<file path="config.mk">
export PLATFORM = sky130hd
export DESIGN_NAME = writeback
export DESIGN_NICKNAME = d
export VERILOG_FILES = /design/src/rtl/writeback.sv
export SDC_FILE = /design/constraint.sdc
export NUM_CORES = 1
export LEC_CHECK = 0
export ABC_CLOCK_PERIOD_IN_PS = 2400
export CORE_ASPECT_RATIO = 2
export CORE_UTILIZATION = 50
export CTS_CLUSTER_SIZE = 10
export DETAILED_ROUTE_END_ITERATION = 7
export HOLD_SLACK_MARGIN = 0.05
export PLACE_DENSITY = 0.81
export SYNTH_ARGS = -nofsm -noshare
export SYNTH_HDL_FRONTEND = slang
export SYNTH_SLANG_ARGS = --single-unit
export TNS_END_PERCENT = 5
</file>
<file path="constraint.sdc">
create_clock -name clock -period 2.4 [get_ports clock]
set_input_delay 0.48 -clock clock [delete_from_list [all_inputs] [get_ports clock]]
set_output_delay 0.48 -clock clock [all_outputs]
set_load 0.03 [all_outputs]
</file>
<file path="src/rtl/writeback.sv">
// LC-3 writeback stage: retires the selected result into an 8x16 register file,
// updates the N/Z/P status, and serves two asynchronous read ports to execute.
module writeback #(
  parameter  int DATA_W = 16,
  parameter  int NREGS  = 8,
  localparam int IDX_W  = $clog2(NREGS)
) (
  input  logic              clock,
  input  logic              reset,
  input  logic              enable_writeback,
  input  logic [DATA_W-1:0] aluout,
  input  logic [DATA_W-1:0] pcout,
  input  logic [DATA_W-1:0] memout,
  input  logic [1:0]        W_Control,
  input  logic [IDX_W-1:0]  dr,
  input  logic [IDX_W-1:0]  sr1,
  input  logic [IDX_W-1:0]  sr2,
  output logic [DATA_W-1:0] VSR1,
  output logic [DATA_W-1:0] VSR2,
  output logic [2:0]        psr
);

  logic [DATA_W-1:0] regfile_r [NREGS];
  logic [2:0]        psr_r;
  logic [DATA_W-1:0] wr_data_s;
  logic              wr_en_s;

  // Exactly one of N/Z/P is set for any retired value.
  function automatic logic [2:0] nzp_f(input logic [DATA_W-1:0] value);
    if (value[DATA_W-1]) begin
      nzp_f = 3'b100;
    end else if (value == {DATA_W{1'b0}}) begin
      nzp_f = 3'b010;
    end else begin
      nzp_f = 3'b001;
    end
  endfunction

  // Result select; code 3 and a disabled stage both suppress the write.
  always_comb begin
    wr_data_s = {DATA_W{1'b0}};
    wr_en_s   = 1'b0;
    case (W_Control)
      2'd0: begin
        wr_data_s = aluout;
        wr_en_s   = enable_writeback;
      end
      2'd1: begin
        wr_data_s = memout;
        wr_en_s   = enable_writeback;
      end
      2'd2: begin
        wr_data_s = pcout;
        wr_en_s   = enable_writeback;
      end
      default: begin
        wr_data_s = {DATA_W{1'b0}};
        wr_en_s   = 1'b0;
      end
    endcase
  end

  // Register file and status update; reset discards a coincident write.
  always_ff @(posedge clock) begin
    if (reset) begin
      for (int i = 0; i < NREGS; i++) begin
        regfile_r[i] <= {DATA_W{1'b0}};
      end
      psr_r <= 3'b000;
    end else if (wr_en_s) begin
      regfile_r[dr] <= wr_data_s;
      psr_r         <= nzp_f(wr_data_s);
    end
  end

  // Reads return pre-edge contents: no bypass of a same-cycle write.
  assign VSR1 = regfile_r[sr1];
  assign VSR2 = regfile_r[sr2];
  assign psr  = psr_r;

endmodule

</file>
==> results.yml, run 1 <==
status:
  run_status: "finished, final reports clean"
synthesis:
  netlist_area_before_placement_mm2: 0.00706
  synth_top_family_by_area: "multiplexers"
  synth_compound_area_frac: 0.0484
  synth_warnings: 0
  synth_simple_gate_area_share: 0.0931
  ys_types: 29
  synth-seq-cells: 131
  synth_nets: 520
  xor_xnor_share_of_the_synthesized_area: 0
  post_synth.cell_area_avg_um2: 15.4
  synth_cells: 458
  synth_seq_area_share: 0.553
  synth_fa_ha_area_frac: 0
  synth.area.mux_share: 0.280
timing:
  finalMaxSlewViolations: 0
  tightestPinTransition_ns: 0.764
  min_period_over_period: 0.996
  layout_min_cycle_time_ns: 2.39
  holdWs_ns: 0.470
  timing.max_slew.rel_slack: 0.489
  clock.fmax_ghz: 0.419
  fin_skew_ns: 0
  hold_fails_final_rpt: 0
  setup_viol: 0
critical_path:
  cpLargestDelayFamily: "multiplexers"
  critical_path.endpoint_type: "output pin"
  critical_path.slowest_cell: "mux4_2"
  cp_num_buf_inv: 4
  critPathMaxStageDelay_ns: 0.54
  worst-path-max-fanout: 12
  cell_breakdown_of_the_critical_path: "buf_6, buf_12, buf_8, mux4_2, mux2_2, buf_4"
  crit_arrival_ns: 1.91
  setup.worst_path.start: "sr2[0]"
  timing.rr.start: "psr[2]"
  worstSetupPathType: "input port to output pin"
  critical_path_rt_ns: 1.92
  crit_path_start_kind: "input port"
layout:
  nets: 677
  finish.utilization: 0.684
  antenna_diode_instance_count: 0
  area_delta_synth_final_pct: 33.8
  post_route_cells_drive_above_1_share: 0.414
global_routing:
  number_of_global_route_vias_before_repair: 5482
  grtUsageMet2: 0.558
  grt.met1_usage: 0.306
  globalRoute.totalOverflow: 0
  grt_pass1_wl_um: 31300
  gr-max-usage-layer: "met2"
  global_route.usage.total: 0.305
  groute.layer.met3.usage: 0.0466
  grt_max_degree: 17
  grt_antenna_before_repair: 0
clock_tree:
  cts_inserted_buffers: 17
  tritoncts_num_sinks: 131
  tritoncts: "built"
  worstSkewPairLatency_ns: 0.43
  cts_hold_buffers: 0
  cts.path.max_buffers: 2
  cts_max_level: 4
  cts.clk_slew.worst_paths_ns: 0.06
  cts_root_buf: "clkbuf_16"
die:
  floorplan.io_pins: 97
  area_of_the_die_mm2: 0.0146
  die_height_um: 170
  start_util: 0.511
  chipWidth_um: 86.0
  core.rowCount: 61
  core-area_mm2: 0.0138
route:
  num_vias: 5111
  final_antenna_net_count: 0
  vias_per_cell: 6.26
  routed_wire_length_per_instance_um: 26.3
  first_iter_violations: 548
  detail_route.drc_violations: 0
  drt_first_pass_iters: 5
  totalWireLength_um: 21500
power:
  leakagePower_uw: 0.00339
  power.density_cell_area_mw_per_mm2: 696
  vdd.ir_drop.worst_mv: 0.664
  p_total_uw: 6570
flow_run:
  timing.max_cap.violations: 0
min_path:
  hold_path_startpoint: "psr[0]"
  hold_class: "flop to flop"
place:
  io_buffer_count: 96
  dp_hpwl_um: 14600
  gp_routability_congestion: 0.828
## layer usage
| metal | routed length, um | share of wire | vias to the layer above |
|---|---|---|---|
| li1 | - | - | 2105 |
| met1 | 6430 | 0.30 | 2566 |
| met2 | 12400 | 0.58 | 347 |
| met3 | 1510 | 0.070 | 93 |
| met4 | 1170 | 0.054 | 0 |
| met5 | 0 | 0 | - |
## placed cells by master (no fill, tap or decap), types with 2 or more instances in the layout
| cell type | synthesis | layout |
|---|---|---|
| clkbuf_16 | 0 | 18 |
| buf_6 | 4 | 10 |
| edfxtp_1 | 128 | 128 |
| buf_12 | 0 | 11 |
| a2bb2oi_4 | 6 | 6 |
| nor2_1 | 132 | 132 |
| clkdlybuf4s50_1 | 0 | 60 |
| clkbuf_2 | 0 | 3 |
| clkdlybuf4s15_2 | 0 | 5 |
| bufbuf_16 | 0 | 2 |
| mux2_4 | 0 | 4 |
| a2bb2oi_2 | 10 | 10 |
| dfxtp_1 | 3 | 3 |
| clkinv_4 | 0 | 5 |
| nor2b_1 | 2 | 2 |
| mux4_2 | 64 | 64 |
| bufinv_16 | 0 | 2 |
| mux2i_1 | 15 | 15 |
| mux2i_2 | 2 | 2 |
| inv_6 | 0 | 4 |
| buf_4 | 0 | 74 |
| nand2_1 | 15 | 15 |
| nand3_1 | 2 | 2 |
| buf_8 | 1 | 5 |
| mux2_2 | 32 | 28 |
| nand4_1 | 3 | 3 |
## Yosys cell counts (all sizes together)
| cell | count | area (um2) |
|---|---|---|
| dfxtp | 3 | 60.1 |
| and3 | 1 | 6.26 |
| nand2b | 1 | 6.26 |
| edfxtp | 128 | 3840 |
| nand2 | 15 | 56.3 |
| o31ai | 1 | 7.51 |
| a22o | 1 | 8.76 |
| nand3 | 2 | 10.0 |
| nor4 | 1 | 12.5 |
| nor3b | 1 | 12.5 |
| clkbuf | 16 | 60.1 |
| mux2i | 17 | 178 |
| a2bb2oi | 16 | 308 |
| nor2b | 3 | 26.3 |
| nand4 | 4 | 31.3 |
| buf | 17 | 114 |
| o211a | 1 | 10.0 |
| mux2 | 32 | 360 |
| a21boi | 1 | 7.51 |
| mux4 | 64 | 1440 |
| inv | 1 | 3.75 |
| nor2 | 132 | 495 |
## registers in the layout (all words and copies together), names as in the netlist
signal and count:
psr 3, regfile_r 128
## through the flow
step                setup TNS (ns)  cells  cell area, um2  setup WS (ns)
floorplan                        0    458            7060         0.0521
global placement             -7.24    780            8630         -0.376
detailed placement           -9.93    780            8630         -0.387
CTS                        -0.0526    815            9410        -0.0203
global route              -0.00280    817            9450       -0.00222
finish                           0    817            9450         0.0108
## where the power goes
part	switching, uW	total [uW]	internal, uW
clock network	1030	2580	1540
registers	84.1	2730	2650
logic	618	1260	645
total	1740	6570	4840
## final timing paths
kind               to  slack, ns  cells past startpoint
max          VSR2[14]       0.01                      6
min            psr[0]       0.47                      2
max reg2reg    psr[2]       1.75                      1
min reg2reg    psr[0]       0.47                      2
## cell type report
type	count	area [um2]
fillers	899	4370
flip-flops and latches	131	3900
multi-input cells	293	2990
repair buffers	171	1730
clock buffers	18	429
well taps	189	236
clock inverters	14	155
inverters	1	3.75
## cells by family (layout without fill, tap and decap cells)
family | Yosys count | after routing
AOI/OAI and AO/OA | 20 | 20
buffers and inverters | 34 | 204
muxes | 113 | 113
and+or+nand+nor | 160 | 160
DFF | 131 | 131
## timing repair
action	in CTS	in global routing
gates cloned	2	1
gates resized for setup	50	8
setup endpoints to repair	31	21
buffers inserted	1	1
hold endpoints to repair	0	0
(Power assumes the default switching activity.)
==> run 2, diff against run 1 <==
HOLD_SLACK_MARGIN = 0.12   (was 0.05)
==> results of run 2 <==
Final layout, timing and power as in run 1 (identical DEF).
